File: config.mk
export PLATFORM = sky130hd
export DESIGN_NAME = alzette_ise_iter
export DESIGN_NICKNAME = d
export VERILOG_FILES = /design/src/rtl/alzette_ise_iter.sv
export SDC_FILE = /design/constraint.sdc
export NUM_CORES = 1
export LEC_CHECK = 0
export ABC_AREA = 1
export BUFFER_PORTS_ARGS = -buffer_cell sky130_fd_sc_hd__buf_2
export CAP_MARGIN = 20
export CORE_MARGIN = 8
export CORE_UTILIZATION = 35
export CTS_BUF_LIST = sky130_fd_sc_hd__clkbuf_8
export DETAILED_ROUTE_END_ITERATION = 10
export GPL_TIMING_DRIVEN = 0
export PLACE_DENSITY = 0.65
export SLEW_MARGIN = 20
export SYNTH_ARGS = -nofsm -noshare
export SYNTH_HDL_FRONTEND = slang
export SYNTH_SLANG_ARGS = --single-unit
export TNS_END_PERCENT = 1
File: constraint.sdc
create_clock -name g_clk -period 8 [get_ports g_clk]
set_clock_uncertainty 0.05 [all_clocks]
set_input_delay 1.2 -clock g_clk [delete_from_list [all_inputs] [get_ports g_clk]]
set_output_delay 1.2 -clock g_clk [all_outputs]
set_load 0.1 [all_outputs]
File: src/rtl/alzette_ise_iter.sv
// alzette_ise_iter: iterative Alzette ARX-box, QPC quarters per cycle, IDLE/BUSY/DONE handshake.
// Define ALZETTE_ISE_ITER_DEC_EN to include the inverse (decrypt) datapath.

module alzette_quarter (
  input  logic [31:0] x,
  input  logic [31:0] y,
  input  logic [31:0] c,
  input  logic [1:0]  k,
  input  logic        enc,
  output logic [31:0] x_nxt,
  output logic [31:0] y_nxt
);
  function automatic logic [31:0] ror(input logic [31:0] v, input logic [4:0] n);
    logic [63:0] d;
    d = {v, v} >> n;
    return d[31:0];
  endfunction

  logic [1:0]  kf;
  logic [4:0]  r, s;
  logic [31:0] t;

`ifdef ALZETTE_ISE_ITER_DEC_EN
  // inverse quarter k undoes forward quarter 3-k, so it shares that rotation pair
  assign kf = enc ? k : ~k;
`else
  logic unused_enc;
  assign unused_enc = enc;
  assign kf = k;
`endif

  always_comb begin
    case (kf)
      2'd0:    begin r = 5'd31; s = 5'd24; end
      2'd1:    begin r = 5'd17; s = 5'd17; end
      2'd2:    begin r = 5'd0;  s = 5'd31; end
      default: begin r = 5'd24; s = 5'd16; end
    endcase
  end

  always_comb begin
    t     = '0;
    x_nxt = '0;
    y_nxt = '0;
`ifdef ALZETTE_ISE_ITER_DEC_EN
    if (!enc) begin
      t     = x ^ c;
      y_nxt = y ^ ror(t, s);
      x_nxt = t - ror(y_nxt, r);
    end else begin
      t     = x + ror(y, r);
      y_nxt = y ^ ror(t, s);
      x_nxt = t ^ c;
    end
`else
    t     = x + ror(y, r);
    y_nxt = y ^ ror(t, s);
    x_nxt = t ^ c;
`endif
  end
endmodule

module alzette_ise_iter #(
  parameter int QPC  = 1,
  parameter int XLEN = 64
) (
  input  logic            g_clk,
  input  logic            g_resetn,
  input  logic            in_valid,
  output logic            in_ready,
  input  logic [XLEN-1:0] rs1,
  input  logic [XLEN-1:0] rs2,
  input  logic            op_enc,
  input  logic            flush,
  output logic            out_valid,
  input  logic            out_ready,
  output logic [XLEN-1:0] rd,
  output logic            out_err
);
  if (!((QPC == 1) || (QPC == 2) || (QPC == 4)) || (XLEN != 64)) begin : g_param_check
    $fatal(1, "alzette_ise_iter: QPC must be 1, 2 or 4 and XLEN must be 64");
  end

  typedef enum logic [1:0] {IDLE, BUSY, DONE} state_t;

  state_t      state;
  logic [31:0] x_q, y_q, c_q;
  logic        enc_q, err_q;
  logic [1:0]  qcnt;
  logic        last;
  logic [31:0] x_res, y_res;
  logic        unused_rs2_hi;

  assign unused_rs2_hi = ^rs2[XLEN-1:32];

  // QPC quarters chained combinationally; quarter index of stage i is qcnt+i
  for (genvar i = 0; i < QPC; i++) begin : g_q
    logic [31:0] xi, yi, xo, yo;
    if (i == 0) begin : g_first
      assign xi = x_q;
      assign yi = y_q;
    end else begin : g_chain
      assign xi = g_q[i-1].xo;
      assign yi = g_q[i-1].yo;
    end
    alzette_quarter u_q (
      .x     (xi),
      .y     (yi),
      .c     (c_q),
      .k     (qcnt + 2'(i)),
      .enc   (enc_q),
      .x_nxt (xo),
      .y_nxt (yo)
    );
  end

  assign x_res = g_q[QPC-1].xo;
  assign y_res = g_q[QPC-1].yo;
  assign last  = (qcnt == 2'(4 - QPC));

  always_ff @(posedge g_clk or negedge g_resetn) begin
    if (!g_resetn) begin
      state     <= IDLE;
      in_ready  <= 1'b1;
      out_valid <= 1'b0;
      out_err   <= 1'b0;
      rd        <= '0;
      qcnt      <= '0;
      x_q       <= '0;
      y_q       <= '0;
      c_q       <= '0;
      enc_q     <= 1'b0;
      err_q     <= 1'b0;
    end else if (flush) begin
      state     <= IDLE;
      in_ready  <= 1'b1;
      out_valid <= 1'b0;
      out_err   <= 1'b0;
      qcnt      <= '0;
    end else begin
      case (state)
        IDLE: if (in_valid) begin
          x_q      <= rs1[31:0];
          y_q      <= rs1[63:32];
          c_q      <= rs2[31:0];
          enc_q    <= op_enc;
          qcnt     <= '0;
`ifdef ALZETTE_ISE_ITER_DEC_EN
          err_q    <= 1'b0;
`else
          err_q    <= ~op_enc;
`endif
          in_ready <= 1'b0;
          state    <= BUSY;
        end
        BUSY: begin
          if (err_q) begin
            // unsupported direction: report after one cycle with a zero result
            rd        <= '0;
            out_err   <= 1'b1;
            out_valid <= 1'b1;
            state     <= DONE;
          end else begin
            x_q  <= x_res;
            y_q  <= y_res;
            qcnt <= qcnt + 2'(QPC);
            if (last) begin
              rd        <= {y_res, x_res};
              out_err   <= 1'b0;
              out_valid <= 1'b1;
              state     <= DONE;
            end
          end
        end
        DONE: if (out_ready) begin
          out_valid <= 1'b0;
          out_err   <= 1'b0;
          in_ready  <= 1'b1;
          state     <= IDLE;
        end
        default: begin
          state     <= IDLE;
          in_ready  <= 1'b1;
          out_valid <= 1'b0;
          out_err   <= 1'b0;
        end
      endcase
    end
  end
endmodule

==> reports/qor.csv, run 1 <==
stage,metric,value,unit
clock_tree,"CTS clk-pin slew, worst paths",0.10,ns
sta,unrepaired setup endpoints after global routing,false,
yosys,synthesized area,13400,um^2
routing,post-route DRC violation count,0,
sta,Max-slew headroom,0.291,
setup_path,reg2reg end,rd[60]$_DFFE_PN0P_,
cells_and_area,Antenna Cells,0,
clock_tree,CTS Sinks,168,
min_path,worst hold path type,reg2reg,
routing,DR pass1 iterations,9,
cells_and_area,"commonest non-fill, non-tap cells in the layout","nand2_1, nand3_1, inv_1",
yosys,Synth Flop Type,dfrtp_1,
clock_tree,Post-CTS Resized,0,
routing,Avg WL per Cell,22.7,um
cells_and_area,multi-input logic area,8010,um^2
cells_and_area,most frequent standard cell in the layout excluding fill and tap cells,nand2_1,
global_route,number of global-route vias before repair,14500,
yosys,Post-synth EDFFs,0,
die,DIE AREA,44700,um^2
clock_tree,CTS buffer count,17,
routing,final WL,63.5,mm
yosys,sequential area share after synthesis,0.314,
yosys,ys async rst share,1.00,
routing,via count,15100,
place,hpwl dp,53.0,mm
setup_path,worst flop-to-flop path startpoint,qcnt[0]$_DFFE_PN0P_,
sta,worst-margin pin slew,1.06,ns
cells_and_area,Register Area,4210,um^2
sta,period utilization,0.773,
cells_and_area,share of layout cells above drive strength 1,0.132,
clock_tree,CTS tree,yes,
cells_and_area,Area Overhead vs Synth,14.1,%
setup_path,worst setup path endpoint,rd[60]$_DFFE_PN0P_,
setup_path,Worst EP required,8.37,ns
die,Die Height,211,um
global_route,initial antenna violation count,1,
global_route,largest net degree at the start of global routing,91,
routing,Vias/cell,5.41,
global_route,GR Overflow Total,0,
setup_path,Crit Path Class,reg2reg,
die,Core Area,37700,um^2
sta,fmax,162,MHz
yosys,#FFs+latches synth,168,
place,PortBufs,168,
sta,Final setup violation count,0,
sta,Slew Limit Fails,0,
yosys,Mean Syn Cell Area,6.41,um^2
clock_tree,CTS H-tree lvls,4,
yosys,Syn Inst Count,2086,
setup_path,Reg2Reg Setup Slack,1.82,ns
setup_path,Worst EP arrival,6.55,ns
setup_path,R2R cell count,25,
die,initial core utilization,0.355,
die,die span in x,211,um
setup_path,Startpoint Class,flip-flop,
yosys,post-synth top area share,0.313,
die,top-level I/O count,201,
cells_and_area,Final #Nets,2451,
yosys,Synth cell types,46,
place,Final GP Congestion,1.01,
setup_path,crit path launch,qcnt[0]$_DFFE_PN0P_,
global_route,global-route usage over all layers,0.283,
run_status,status,"finished, final reports clean",
yosys,"top cells by area, synth","dfrtp_1, nand2_1, nand3_1",
yosys,Synthesis Warnings,0,
sta,Setup TNS,0,ns
setup_path,crit-path max FO,10,
yosys,Mapped Nets,2263,
global_route,first-pass GRT wire length,93.1,mm
clock_tree,CTS Root Cell,clkbuf_8,
sta,fin crit period,6.18,ns
clock_tree,cts hold-fix bufs,0,
job,max_cap viols,0,
sta,final hold vios,0,
yosys,post-synth top area cell,dfrtp_1,
clock_tree,worst-skew pair later-pin latency,0.52,ns
setup_path,Critical Path End Type,flip-flop,
routing,DR iter-0 viols,1416,
clock_tree,Post CTS Setup Buffer Count,0,
routing,post-route ant nets,0,
die,Row Count,71,
cells_and_area,Filler cells,4147,
clock_tree,CTS Buffer Depth,2,
registers in the layout, summed over array words and instances (netlist names):
signal and flops:
c_q 32, qcnt 2, state 2, g_q.xi 32
err_q 1, rd 64, g_q.yi 32, out_err 1
out_valid 1, in_ready 1
cells by family (layout without fill, tap and decap cells):
logic type | count (synthesis) | in the layout | synth area share
AO/OA/AOI/OAI | 273 | 273 | 0.110
XOR/XNOR | 46 | 46 | 0.0324
adder cells (fa/ha/maj) | 43 | 43 | 0.0408
buffers and inverters | 299 | 500 | 0.0869
flip-flops | 168 | 168 | 0.314
multiplexers | 42 | 42 | 0.0343
AND/OR/NAND/NOR | 1215 | 1215 | 0.381
worst max-delay path: stages, from the launching register on:
cell      delay (ns)
dfrtp_1         0.45
inv_1           0.09
ha_1            0.28
buf_2           0.27
buf_2           0.32
buf_1           0.60
buf_1           0.46
o21ai_0         0.25
nand2_1         0.09
o21ai_0         0.11
ha_1            0.27
fa_1            0.46
nand3_1         0.13
nand3_1         0.15
nand3_1         0.11
nand3_1         0.31
nand2_1         0.19
nand3b_1        0.16
nand2_1         0.37
nand2_1         0.09
nand3_1         0.12
nand3_1         0.27
nand3_1         0.21
nand2_1         0.11
nand2_1         0.07
nand2_1         0.05
Yosys cell counts, types with 2 or more instances:
cell type    n
inv_1      195
nand2_1    748
o21ai_1     11
buf_2       26
buf_1       16
nand3_1    302
nand3_2      4
clkbuf_1    53
o21a_1       7
a22oi_1      2
mux2i_1     11
a31oi_1      2
ha_1        42
nor3_1       5
a22o_1       8
dfrtp_1    167
inv_2        5
nor2_1     113
o211ai_1    15
a21oi_1     58
xnor2_1     24
mux2_2      31
xor2_2       4
nand4_1      6
nand2_2     14
o21ai_0    164
and2_1       7
or2_2        5
a21o_1       2
xor2_1      18
clkinv_1     2
nor2_2       4
nor3_2       2
worst min-delay path by stage:
stage	cells after the start	slack [ns]	start	to
6_report	2	0.43	rd[32]$_DFFE_PN0P_	rd[32]$_DFFE_PN0P_
5_1_grt	2	0.45	rd[46]$_DFFE_PN0P_	rd[46]$_DFFE_PN0P_
4_1_cts	2	0.44	rd[56]$_DFFE_PN0P_	rd[56]$_DFFE_PN0P_
3_5_place_dp	2	0.41	rd[50]$_DFFE_PN0P_	rd[50]$_DFFE_PN0P_
3_3_place_gp	2	0.41	rd[46]$_DFFE_PN0P_	rd[46]$_DFFE_PN0P_
2_1_floorplan	2	0.40	g_q[0].xi[10]$_DFFE_PN0P_	g_q[0].xi[10]$_DFFE_PN0P_
cell type report:
class | count | share of cell area
multi-input combinational | 1619 | 0.525
sequential | 168 | 0.276
timing repair buffer | 169 | 0.0576
inverter | 202 | 0.0497
tap | 511 | 0.0419
buffer | 97 | 0.0265
clock buffer | 18 | 0.0162
clock inverter | 14 | 0.00763
through the flow:
stage	util	instance area [um^2]	cells	setup slack [ns]	hold WS, ns
2_1_floorplan	-	13400	2086	3.87	0.403
3_3_place_gp	0.394	14900	2765	2.19	0.411
3_5_place_dp	0.395	14900	2766	2.18	0.411
4_1_cts	0.405	15300	2798	2.16	0.437
5_1_grt	0.405	15300	2798	1.59	0.451
6_report	0.405	15300	2798	1.82	0.431
routing by layer:
layer,track usage,share of wire,vias to the layer above,wire (um)
met5,0,0.00024,-,15
met4,0.105,0.034,2,2140
met3,0.0614,0.089,112,5690
met2,0.435,0.44,710,27900
met1,0.385,0.44,7198,27800
li1,-,-,7123,-
Power of run 1 is not shown: default switching activity piles up to over one toggle a cycle in this logic, so the estimate is an artifact.
==> inputs of run 2 (changes only) <==
clock period = 6.2 ns   (was 8 ns; I/O delays follow)
==> reports/qor.csv, run 2 (synthesized netlist as in run 1, its figures left out) <==
stage,metric,value,unit
place,dpl ws,0.383,ns
place,PortBufs,168,
place,hpwl dp,53.0,mm
die,DIE AREA,44700,um^2
global_route,largest net degree at the start of global routing,91,
clock_tree,CTS H-tree lvls,4,
setup_path,crit-path max FO,10,
clock_tree,cts hold-fix bufs,0,
clock_tree,CTS tree,yes,
routing,Avg WL per Cell,22.7,um
die,Die Height,211,um
sta,setup ws final,0.241,ns
min_path,worst hold path type,in2async,
job,max_cap viols,0,
setup_path,reg2reg end,g_q[0].yi[27]$_DFFE_PN0P_,
run_status,status,"finished, final reports clean",
clock_tree,CTS Sinks,168,
clock_tree,CTS buffer count,17,
cells_and_area,max reg flops,64,
die,initial core utilization,0.355,
clock_tree,Post-CTS Resized,0,
cells_and_area,Filler cells,4146,
sta,Setup TNS,0,ns
sta,unrepaired setup endpoints after global routing,false,
routing,post-route ant nets,0,
setup_path,Worst EP arrival,6.31,ns
die,die span in x,211,um
sta,final hold vios,0,
cells_and_area,Area Overhead vs Synth,14.1,%
setup_path,Reg2Reg Setup Slack,0.24,ns
cells_and_area,Largest Register,rd,
sta,fin crit period,5.96,ns
setup_path,Critical Path End Type,flip-flop,
clock_tree,Post CTS Setup Buffer Count,0,
die,top-level I/O count,201,
setup_path,Worst EP required,6.55,ns
routing,final WL,63.5,mm
sta,Max-slew headroom,0.291,
setup_path,R2R cell count,26,
clock_tree,CTS Buffer Depth,2,
setup_path,Startpoint Class,flip-flop,
cells_and_area,Antenna Cells,0,
clock_tree,CTS Root Cell,clkbuf_8,
die,Row Count,71,
routing,DR pass1 iterations,7,
place,Final GP Congestion,1.01,
setup_path,Crit Path Class,reg2reg,
sta,period utilization,0.961,
routing,DR iter-0 viols,1443,
routing,post-route DRC violation count,0,
sta,Slew Limit Fails,0,
die,Core Area,37700,um^2
clock_tree,worst-skew pair later-pin latency,0.52,ns
clock_tree,"CTS clk-pin slew, worst paths",0.10,ns
global_route,first-pass GRT wire length,93.1,mm
cells_and_area,Final #Nets,2451,
global_route,number of global-route vias before repair,14500,
cells_and_area,Register Area,4210,um^2
routing,Vias/cell,5.40,
cells_and_area,share of layout cells above drive strength 1,0.132,
sta,Final setup violation count,0,
cells_and_area,multi-input logic area,8010,um^2
global_route,global-route usage over all layers,0.283,
global_route,GR Overflow Total,0,
sta,worst-margin pin slew,1.06,ns
sta,fmax,168,MHz
routing,via count,15100,
cells_and_area,most frequent standard cell in the layout excluding fill and tap cells,nand2_1,
setup_path,worst flop-to-flop path startpoint,qcnt[0]$_DFFE_PN0P_,
cells_and_area,"commonest non-fill, non-tap cells in the layout","nand2_1, nand3_1, inv_1",
global_route,initial antenna violation count,1,
[run 2: how the worst max path moves through the flow]
stage | from | to | cells after the start
2_1_floorplan | qcnt[0]$_DFFE_PN0P_ | g_q[0].yi[19]$_DFFE_PN0P_ | 24
3_3_place_gp | qcnt[0]$_DFFE_PN0P_ | g_q[0].yi[19]$_DFFE_PN0P_ | 24
3_5_place_dp | qcnt[0]$_DFFE_PN0P_ | g_q[0].yi[19]$_DFFE_PN0P_ | 24
4_1_cts | qcnt[0]$_DFFE_PN0P_ | g_q[0].yi[19]$_DFFE_PN0P_ | 24
5_1_grt | qcnt[0]$_DFFE_PN0P_ | g_q[0].yi[27]$_DFFE_PN0P_ | 28
6_report | qcnt[0]$_DFFE_PN0P_ | g_q[0].yi[27]$_DFFE_PN0P_ | 26
[run 2: per-stage QoR]
| stage | cells | instance area, um^2 | util | hold slack, ns |
|---|---|---|---|---|
| 2_1_floorplan | 2086 | 13400 | - | 0.403 |
| 3_3_place_gp | 2765 | 14900 | 0.394 | 0.411 |
| 3_5_place_dp | 2766 | 14900 | 0.395 | 0.411 |
| 4_1_cts | 2798 | 15300 | 0.405 | 0.334 |
| 5_1_grt | 2798 | 15300 | 0.405 | 0.361 |
| 6_report | 2798 | 15300 | 0.405 | 0.315 |
[run 2: critical path, stage by stage (launching register included)]
cell and delay, ns:
dfrtp_1 0.45, inv_1 0.09, ha_1 0.29, buf_2 0.22
inv_2 0.19, buf_2 0.28, buf_2 0.32, clkbuf_1 0.45
nand2_1 0.09, o21ai_0 0.15, o21ai_0 0.16, ha_1 0.27
fa_1 0.46, nand2_1 0.13, nand3_1 0.30, nand2_1 0.18
nand2_2 0.15, nand2_1 0.18, nand3_1 0.15, nand2_1 0.32
nand2_1 0.13, nand3_1 0.16, nand3_1 0.23, nand3_1 0.18
nand3_1 0.09, nand2_1 0.08, nand2_1 0.05
[run 2: area by class of cell]
type                    instances  area share
flip-flops and latches        168       0.276
multi-input cells            1619       0.525
well taps                     511      0.0419
plain buffers                  97      0.0266
clock inverters                14     0.00763
inverters                     202      0.0497
clock buffers                  18      0.0162
repair buffers                169      0.0576
[run 2: layer usage]
layer / GRT usage / share of wire / vias to the layer above
li1: - / - / 7119
met1: 0.385 / 0.44 / 7192
met3: 0.0614 / 0.088 / 113
met4: 0.105 / 0.035 / 2
met2: 0.435 / 0.44 / 688
met5: 0 / 0.00024 / -
Power of run 2 is left out for the same reason.
